### src/rtl/tx_sched_pkg.sv
// Shared types and default constants for the transmit ordered-set scheduler.
// Lengths are in transmit cycles; the slot counter is sized from the longest slot.
package tx_sched_pkg;

  typedef enum logic [1:0] {
    TX_IDLE = 2'd0,
    TX_DATA = 2'd1,
    TX_SKP  = 2'd2,
    TX_OS   = 2'd3
  } tx_sel_e;

  typedef enum logic [1:0] {
    ST_IDLE,
    ST_DATA,
    ST_SKP,
    ST_OS
  } state_e;

  localparam int SKP_LEN_GEN1_DEF = 4;
  localparam int SKP_LEN_GEN3_DEF = 16;
  localparam int OS_LEN_DEF       = 16;
  localparam int MAX_PEND_DEF     = 2;
  localparam int PEND_W_DEF       = 2;

  function automatic int len_width(input int a, input int b, input int c);
    int m;
    m = a;
    if (b > m) m = b;
    if (c > m) m = c;
    return $clog2(m + 1);
  endfunction

  function automatic tx_sel_e sel_of(input state_e s);
    case (s)
      ST_DATA: return TX_DATA;
      ST_SKP:  return TX_SKP;
      ST_OS:   return TX_OS;
      default: return TX_IDLE;
    endcase
  endfunction

endpackage

### src/rtl/skp_pend_tracker.sv
// SKP request capture, skp_done handshake and saturating queue of pending SKPs.
// A capture made in the same cycle the scheduler starts an SKP is consumed immediately.
module skp_pend_tracker
  import tx_sched_pkg::*;
#(
  parameter int MAX_PEND = MAX_PEND_DEF,
  parameter int PEND_W   = PEND_W_DEF
) (
  input  logic              clk,
  input  logic              rst,
  input  logic              i_skp_enable,
  input  logic              i_skp_rst,
  input  logic              i_dec,
  output logic              o_skp_done,
  output logic              o_capture,
  output logic [PEND_W-1:0] o_pend
);

  localparam logic [PEND_W-1:0] PEND_MAX = PEND_W'(MAX_PEND);

  logic              r_skp_done;
  logic [PEND_W-1:0] r_pend;
  logic [PEND_W-1:0] w_pend_next;
  logic              w_capture;

  assign w_capture  = i_skp_enable & ~r_skp_done;
  assign o_capture  = w_capture;
  assign o_skp_done = r_skp_done;
  assign o_pend     = r_pend;

  // A queue flush keeps only a capture that was not already consumed by a slot start.
  always_comb begin
    w_pend_next = r_pend;
    if (i_skp_rst) begin
      w_pend_next = (w_capture & ~(i_dec & (r_pend == '0))) ? PEND_W'(1) : '0;
    end else if (w_capture & ~i_dec) begin
      if (r_pend != PEND_MAX) w_pend_next = r_pend + PEND_W'(1);
    end else if (~w_capture & i_dec) begin
      w_pend_next = r_pend - PEND_W'(1);
    end
  end

  always_ff @(posedge clk) begin
    if (rst) begin
      r_skp_done <= 1'b0;
      r_pend     <= '0;
    end else begin
      r_skp_done <= w_capture | (r_skp_done & i_skp_enable);
      r_pend     <= w_pend_next;
    end
  end

endmodule

### src/rtl/tx_os_scheduler.sv
// Lane TX scheduler arbitrating data packets, LTSSM ordered sets and SKPs at packet boundaries.
// Define TX_OS_SCHED_STATS_EN to add the skp_sent_cnt / skp_drop_cnt statistics outputs.
module tx_os_scheduler
  import tx_sched_pkg::*;
#(
  parameter int SKP_LEN_GEN1 = SKP_LEN_GEN1_DEF,
  parameter int SKP_LEN_GEN3 = SKP_LEN_GEN3_DEF,
  parameter int OS_LEN       = OS_LEN_DEF,
  parameter int MAX_PEND     = MAX_PEND_DEF,
  parameter int PEND_W       = PEND_W_DEF
) (
  input  logic       clk,
  input  logic       rst,
  input  logic       gen,
  input  logic       skp_enable,
  output logic       skp_done,
  input  logic       skp_rst,
  output logic       back_pressure,
  input  logic       os_req,
  output logic       os_grant,
  input  logic       dl_valid,
  input  logic       dl_eop,
  output logic       dl_ready,
  input  logic       phy_ready,
  output logic       skp_start,
  output logic       os_start,
  output logic [1:0] tx_sel
`ifdef TX_OS_SCHED_STATS_EN
  ,
  output logic [15:0] skp_sent_cnt,
  output logic [15:0] skp_drop_cnt
`endif
);

  localparam int CNT_W = len_width(SKP_LEN_GEN1, SKP_LEN_GEN3, OS_LEN);

  state_e            r_state, w_state_next;
  logic [CNT_W-1:0]  r_cnt, w_cnt_next;
  logic              r_in_pkt, w_in_pkt_next;
  logic              r_skp_start, r_os_start;
  logic              w_enter_skp, w_enter_os, w_arb;
  logic              w_accept, w_skp_avail, w_capture;
  logic [PEND_W-1:0] w_pend;

  skp_pend_tracker #(
    .MAX_PEND (MAX_PEND),
    .PEND_W   (PEND_W)
  ) u_pend (
    .clk          (clk),
    .rst          (rst),
    .i_skp_enable (skp_enable),
    .i_skp_rst    (skp_rst),
    .i_dec        (w_enter_skp),
    .o_skp_done   (skp_done),
    .o_capture    (w_capture),
    .o_pend       (w_pend)
  );

  assign back_pressure = ~phy_ready;
  assign dl_ready      = phy_ready & (r_state == ST_DATA) & (r_in_pkt | ((w_pend == '0) & ~os_req));
  assign w_accept      = dl_valid & dl_ready;
  assign w_skp_avail   = (w_pend != '0) | w_capture;

  // Arbitration also runs on the eop-acceptance cycle, so the next slot starts right after it.
  always_comb begin
    w_state_next  = r_state;
    w_cnt_next    = r_cnt;
    w_enter_skp   = 1'b0;
    w_enter_os    = 1'b0;
    w_in_pkt_next = r_in_pkt;
    if (w_accept) w_in_pkt_next = ~dl_eop;
    case (r_state)
      ST_IDLE: w_arb = phy_ready;
      ST_DATA: w_arb = phy_ready & ~w_in_pkt_next;
      default: w_arb = phy_ready & (r_cnt == CNT_W'(1));
    endcase
    if (w_arb) begin
      if (w_skp_avail) begin
        w_state_next = ST_SKP;
        w_cnt_next   = gen ? CNT_W'(SKP_LEN_GEN3) : CNT_W'(SKP_LEN_GEN1);
        w_enter_skp  = 1'b1;
      end else if (os_req) begin
        w_state_next = ST_OS;
        w_cnt_next   = CNT_W'(OS_LEN);
        w_enter_os   = 1'b1;
      end else if (dl_valid) begin
        w_state_next = ST_DATA;
      end else begin
        w_state_next = ST_IDLE;
      end
    end else if (phy_ready && (r_state == ST_SKP || r_state == ST_OS)) begin
      w_cnt_next = r_cnt - CNT_W'(1);
    end
  end

  always_ff @(posedge clk) begin
    if (rst) begin
      r_state     <= ST_IDLE;
      r_cnt       <= '0;
      r_in_pkt    <= 1'b0;
      r_skp_start <= 1'b0;
      r_os_start  <= 1'b0;
    end else begin
      r_state     <= w_state_next;
      r_cnt       <= w_cnt_next;
      r_in_pkt    <= w_in_pkt_next;
      r_skp_start <= w_enter_skp;
      r_os_start  <= w_enter_os;
    end
  end

  assign skp_start = r_skp_start;
  assign os_start  = r_os_start;
  assign os_grant  = r_os_start;
  assign tx_sel    = sel_of(r_state);

`ifdef TX_OS_SCHED_STATS_EN
  logic [15:0] r_sent_cnt, r_drop_cnt;
  logic        w_drop;

  // A capture is only lost when the queue is full and nothing leaves it this cycle.
  assign w_drop = w_capture & ~w_enter_skp & ~skp_rst & (w_pend == PEND_W'(MAX_PEND));

  always_ff @(posedge clk) begin
    if (rst) begin
      r_sent_cnt <= '0;
      r_drop_cnt <= '0;
    end else begin
      r_sent_cnt <= r_sent_cnt + 16'(w_enter_skp);
      r_drop_cnt <= r_drop_cnt + 16'(w_drop);
    end
  end

  assign skp_sent_cnt = r_sent_cnt;
  assign skp_drop_cnt = r_drop_cnt;
`endif

endmodule

### config.mk
export PLATFORM = sky130hd
export DESIGN_NAME = tx_os_scheduler
export DESIGN_NICKNAME = d
export VERILOG_FILES = /design/src/rtl/tx_sched_pkg.sv /design/src/rtl/skp_pend_tracker.sv /design/src/rtl/tx_os_scheduler.sv
export SDC_FILE = /design/constraint.sdc
export NUM_CORES = 1
export LEC_CHECK = 0
export BUFFER_PORTS_ARGS = -buffer_cell sky130_fd_sc_hd__buf_4
export CAP_MARGIN = 20
export CORE_MARGIN = 1.5
export CORE_UTILIZATION = 48
export CTS_BUF_LIST = sky130_fd_sc_hd__clkbuf_8
export DETAILED_ROUTE_END_ITERATION = 16
export PLACE_DENSITY_LB_ADDON = 0.05
export RECOVER_POWER = 50
export SYNTH_ARGS = -nofsm -noshare
export SYNTH_HDL_FRONTEND = slang
export SYNTH_HIERARCHICAL = 1
export SYNTH_SLANG_ARGS = --single-unit
### constraint.sdc
create_clock -name clk -period 2.9 [get_ports clk]
set_input_delay 0 -clock clk [delete_from_list [all_inputs] [get_ports clk]]
set_output_delay 0 -clock clk [all_outputs]
set_load 0.02 [all_outputs]
# [Word level (Yosys, flattened, before mapping)]
# Index checks and enable logic that the tools add are counted.
[totals] output_inout_bits=8 elab_cells=70 ff_bits=13
[op_classes] bitwise_logic=24 addsub=3 eq_ne=7 mux=19 reduce_logical=10
[ops] cell="two-way mux 5 bit" count=5
[ops] cell="bitwise AND 1 bit" count=12
[ops] cell="two-way mux 2 bit" count=6
[ops] cell="inverter 1 bit" count=9
[ops] cell="two-way mux 1 bit" count=6
[ops] cell="one-hot mux 2 bit (3 select lines)" count=1
[ops] cell="== test 5 x 1 -> 1 bit (second input constant)" count=1
[ops] cell="subtractor 5 x 1 -> 5 bit (second input constant)" count=1
[ops] cell="== test 2 bit (second input constant)" count=2
[ops] cell="zero test 2 bit" count=2
[ops] cell="AND reduction 2 bit" count=2
[ops] cell="nonzero test 2 bit" count=2
[ops] cell="inequality test 3 x 2 -> 1 bit (second input constant)" count=1
[ops] cell="inequality test 3 bit (second input constant)" count=1
[ops] cell="OR 1 bit" count=3
[ops] cell="nonzero test 3 bit" count=1
[ops] cell="OR reduction 3 bit" count=1
[ops] cell="adder 2 x 1 -> 2 bit (second input constant)" count=1
[ops] cell="== test 2 x 1 -> 1 bit (second input constant)" count=1
[ops] cell="inequality test 2 bit (second input constant)" count=1
[ops] cell="one-hot mux 1 bit (2 select lines)" count=1
[ops] cell="subtractor 2 x 1 -> 2 bit (second input constant)" count=1
[ops] cell="logical AND 1 bit" count=1
[ops] cell="logical OR 1 bit" count=1

# [Logic depth before layout (Yosys ltp)]
[logic_depth] word_depth=15 mapped_depth=11

# [Cells and area by module]
# The synthesis kept the hierarchy.
[by_module_without_submodules] mod="tx_os_scheduler" cells_per_inst=70 area_per_inst_um2=573.0 n_inst=1
[by_module_without_submodules] mod="skp_pend_tracker" cells_per_inst=15 area_per_inst_um2=152.6 n_inst=1

# [Worst setup path before layout]
# OpenSTA, ideal clock, no wires.
[synth_path] kind="register -> register" start="reg r_cnt[1]" end="reg u_pend.r_pend[1] (netlist: u_pend/o_pend[1])" arrival_time_ns=2.556 n_path_buf=0 period_less_slack_ns=2.635 t_required_ns=2.821 path_stages_with_launch=11 path_slack_ns=0.265 cell_sequence="dfxtp_1 -> inv_1 -> ha_1 -> or4b_4 -> a211oi_1 -> nand2_1 -> nor2_1 -> inv_1 -> ha_1 -> or3_1 -> a211oi_2"
[synth_via] elab_chain_cells=8 elab_cells_between_ends=12
[synth_lines] item="start: declaration" line_no="tx_os_scheduler.sv:38" rtl="logic [CNT_W-1:0] r_cnt, w_cnt_next;"
[synth_lines] item="start signal: assignment" line_no="tx_os_scheduler.sv:105" rtl="r_cnt <= w_cnt_next;"
[synth_lines] item="== test 5 x 1 -> 1 bit (*)" line_no="tx_os_scheduler.sv:75" rtl="default: w_arb = phy_ready & (r_cnt == CNT_W'(1));"
[synth_lines] item="bitwise AND 1 bit (*)" line_no="tx_os_scheduler.sv:75"
[synth_lines] item="one-hot mux 1 bit (2 select lines) (*)" line_no="tx_os_scheduler.sv:72" rtl="case (r_state)"
[synth_lines] item="two-way mux 1 bit (*)" line_no="tx_os_scheduler.sv:77" rtl="if (w_arb) begin"
[synth_lines] item="via w_enter_skp" line_no="tx_os_scheduler.sv:41" rtl="logic w_enter_skp, w_enter_os, w_arb;"
[synth_lines] item="inverter 1 bit" line_no="skp_pend_tracker.sv:36" rtl="end else if (w_capture & ~i_dec) begin"
[synth_lines] item="bitwise AND 1 bit" line_no="skp_pend_tracker.sv:36"
[synth_lines] item="inequality test 3 bit (no source line), or another cell as far along"
[synth_lines] item="AND reduction 2 bit (no source line) or two-way mux 2 bit (tied branches)"
[synth_lines] item="end signal: assignment" line_no="skp_pend_tracker.sv:49" rtl="r_pend <= w_pend_next;"
[synth_lines] item="end: declaration" line_no="skp_pend_tracker.sv:22" rtl="logic [PEND_W-1:0] r_pend;"
# The timed path passes the listed nets; every way through them passes the cells marked *.
# A chain may end at the register's enable or synchronous reset.

# [Worst setup path in the final report]
# Same ends and word-level chain as after synthesis.

==> results.md <==
* Clock Path Buffers at 2
* I/O Pins at 17
* Largest cells by area after synthesis: dfxtp_1 (36%), a21oi_1 (5.5%), ha_1 (5.2%)
* Min cycle time layout at 2.67 ns
* Vias per inst at 6.30
* Number of core rows at 13
* Worst hold path type: input pin to flip-flop
* Register area share after synthesis at roughly 36%
* CP Launch Type: flip-flop
* Setup-failing EPs final at 0
* Clk slew on worst S/H paths at 0.05 ns
* Psw at around 0.15 mW
* Setup ws final at 0.225 ns
* Initial antenna violation count at 0
* TritonCTS clock tree: done
* Internal at 0.342 mW
* Starting Density at 53.8%
* Max-slew violation count at 0
* Remaining routing DRC violations at 0
* Setup Buffers After CTS at 0
* Tcrit/Tclk final at 92.2%
* Prevailing post-synth register cell: dfxtp_1
* Biggest area consumer among synthesized cells: dfxtp_1
* Die Wd at about 42 um
* Worst r2r src: r_cnt[1]
* First-pass GRT wire length at 2.84 mm
* VDD IR max at 0.298 mV
* Most frequent cells after synthesis: dfxtp_1 (13), a21oi_1 (8), inv_1 (7)
* Antenna Cells at 0
* Critical path buffers and inverters at 2
* EDFF count, synth at 0
* Gpl congestion at 0.825
* Share of post-route cells with drive strength above 1 at 14.3%
* Final antenna-violating net count at 0
* Dpl ws at 0.125 ns
* Comb pwr share at 25.3%
* Inserted Clock Buffers at 3
* Hpwl dp at 1.24 mm
* Sum Neg Setup Slack at 0 ns
* Critical path endpoint: u_pend/o_pend[1]
* Number of global-route vias before repair at around 660
* Leak at 0.340 nW
* CP delay by family, top: simple AND/OR/NAND/NOR gates
* Outcome: complete, no violations
* Tot GR Track Use at 20.9%
* Post-Route Utilization at 66.6%
* First-pass DRT Iterations at 6
* FF-to-FF path depth at 11
* Critical path class: flip-flop to flip-flop
* GR Overflow Total at 0
* CTS H-tree lvls at 1
* Layout filler cell count at 131
* Port bufs at 16
* Worst-skew pair later-pin latency at 0.25 ns
* Slowest stage delay, CP at 0.49 ns
* Yosys cell types at 34
* Die area at approximately 0.0018 mm2
* Via count at 756
* Crit path depth at 11
* Syn_area_per_cell at 8.54 um2
* Slowest CP cell: or4b_4
* Net Sw Frac at 31.0%
* Worst Path Arrival at between 2 and 3 ns
* Critical R2R Capture: u_pend/o_pend[1]
* Mapped cell area at 726 um2
* Worst slew margin at about 66%
* Die Ht at 41.9 um
* Critical Path, Cell by Cell: inv_1, ha_1, or4b_4, a211oi_2, nand2_1, nor2_1, inv_1, ha_1, xor2_1, or3_1, a211oi_2
* Clock Tree Root: clkbuf_8
* Req. time, crit path at roughly 3.1 ns
* Initial drt markers at 33
* Crit path capture type: flip-flop
* Final net count at 118
* R2R Setup Slk at 0.23 ns
* Layout Skew at roughly 0.0021 ns
* Maximum number of pins on one net before global-route repair at 12
* Area added between synthesis and finish at 24.0%
* Post-Route WL at 1.75 mm
* Synth Warn # at 6
* Clock Sinks at 13
* Routed WL per cell at 14.6 um
* CP startpoint: r_cnt[1]
* Sequential fraction of design power at 42.5%
* Power Dens Cells at 551 mW/mm2
* Register bit total from synthesis at 13
* Count leader, synth: dfxtp_1
* Clock share of power at 32.3%
* Max cap viols at 0
* Ys async rst share at 0%
* Hold Fails Final Rpt at 0
* Crit Path Max Fanout at 4
* Synth top area share at 35.9%
* Post-Syn Nets at 97
* Core area at around 0.0014 mm2
* Slew @ Worst Pin at 0.509 ns
* Synth Instances at 85
* RSZ-0062 raised after global routing: no
* Fmax at 0.374 GHz
## final cells by class
class	instances	area, um2	area share, %
Sequential cell	13	260	28.9
Timing Repair Buffer	20	124	13.8
Clock inverter	1	3.75	0.417
Inverter	7	26.3	2.92
Clock buffer	3	41.3	4.59
Tap cell	15	18.8	2.09
Multi-Input combinational cell	61	425	47.3
## power by group through the flow
stage	combinational [mW]	sequential, mW	clock, mW
2_1_floorplan	0.0856	0.212	0
3_3_place_gp	0.124	0.212	0
3_5_place_dp	0.126	0.213	0
4_1_cts	0.130	0.209	0.164
5_1_grt	0.139	0.212	0.172
6_report	0.125	0.210	0.160
## kinds of logic after synthesis
logic type | after synthesis | synth area share (%)
fa+ha+maj | 3 | 5.17
simple gates | 24 | 19.8
buf+inv | 11 | 6.21
flops | 13 | 35.9
compound gates | 33 | 31.7
xor+xnor | 1 | 1.21
## metrics by stage
stage | power [mW] | instances | area (um2) | hold slack (ns)
2_1_floorplan | 0.297 | 85 | 726 | 0.0646
3_3_place_gp | 0.336 | 113 | 853 | 0.188
3_5_place_dp | 0.339 | 113 | 853 | 0.192
4_1_cts | 0.503 | 120 | 928 | 0.0104
5_1_grt | 0.523 | 120 | 900 | 0.0207
6_report | 0.495 | 120 | 900 | 0.0130
## state kept, by name, summed over array words and instances, names as in the netlist
| signal | count |
|---|---|
| r_state | 2 |
| skp_start | 1 |
| r_in_pkt | 1 |
| r_cnt | 5 |
| u_pend/o_pend | 2 |
| os_grant | 1 |
| u_pend/o_skp_done | 1 |
## metal layers
layer / part of all wire (%) / GRT usage [%] / vias to the layer above
met3: 6.2 / 4.35 / 5
met2: 45 / 31.9 / 33
met1: 47 / 27.2 / 354
li1: - / - / 364
met4: 2.2 / 11.6 / 0
met5: 0 / 0 / -
## worst reg2reg max path: stages (launching register included)
cell	delay, ns
dfxtp_1	0.31
inv_1	0.09
ha_1	0.15
or4b_4	0.49
a211oi_2	0.35
nand2_1	0.13
nor2_1	0.10
inv_1	0.06
ha_1	0.22
xor2_1	0.15
or3_1	0.33
a211oi_2	0.22
## worst min-delay path by stage
stage / from / endpoint / slack [ns] / depth (start not counted)
after floorplan: rst / u_pend/o_pend[1] / 0.06 / 1
after global placement: skp_rst / u_pend/o_pend[1] / 0.19 / 2
after detailed placement: skp_rst / u_pend/o_pend[1] / 0.19 / 2
after CTS: os_req / os_grant / 0.01 / 3
after global routing: os_req / os_grant / 0.02 / 3
final: os_req / os_grant / 0.01 / 3
## repair_timing
action,CTS,global route
gates resized for setup,0,1
endpoints found under the hold margin,3,0
setup endpoints to repair,0,2
hold buffers,3,0
## layout by cell type (no fill, tap or decap), drive strengths merged, types with 2 or more instances in the layout
cell,count
nand2,2
buf,8
o31ai,3
a31oi,2
nor2,5
a211oi,5
dfxtp,13
nand3,3
clkbuf,12
nor4,2
nor2b,2
or3,2
a211o,3
dlygate4sd3,3
ha,3
inv,8
a21oi,8
nor3,2
o21ai,5
(Power assumes the default switching activity.)
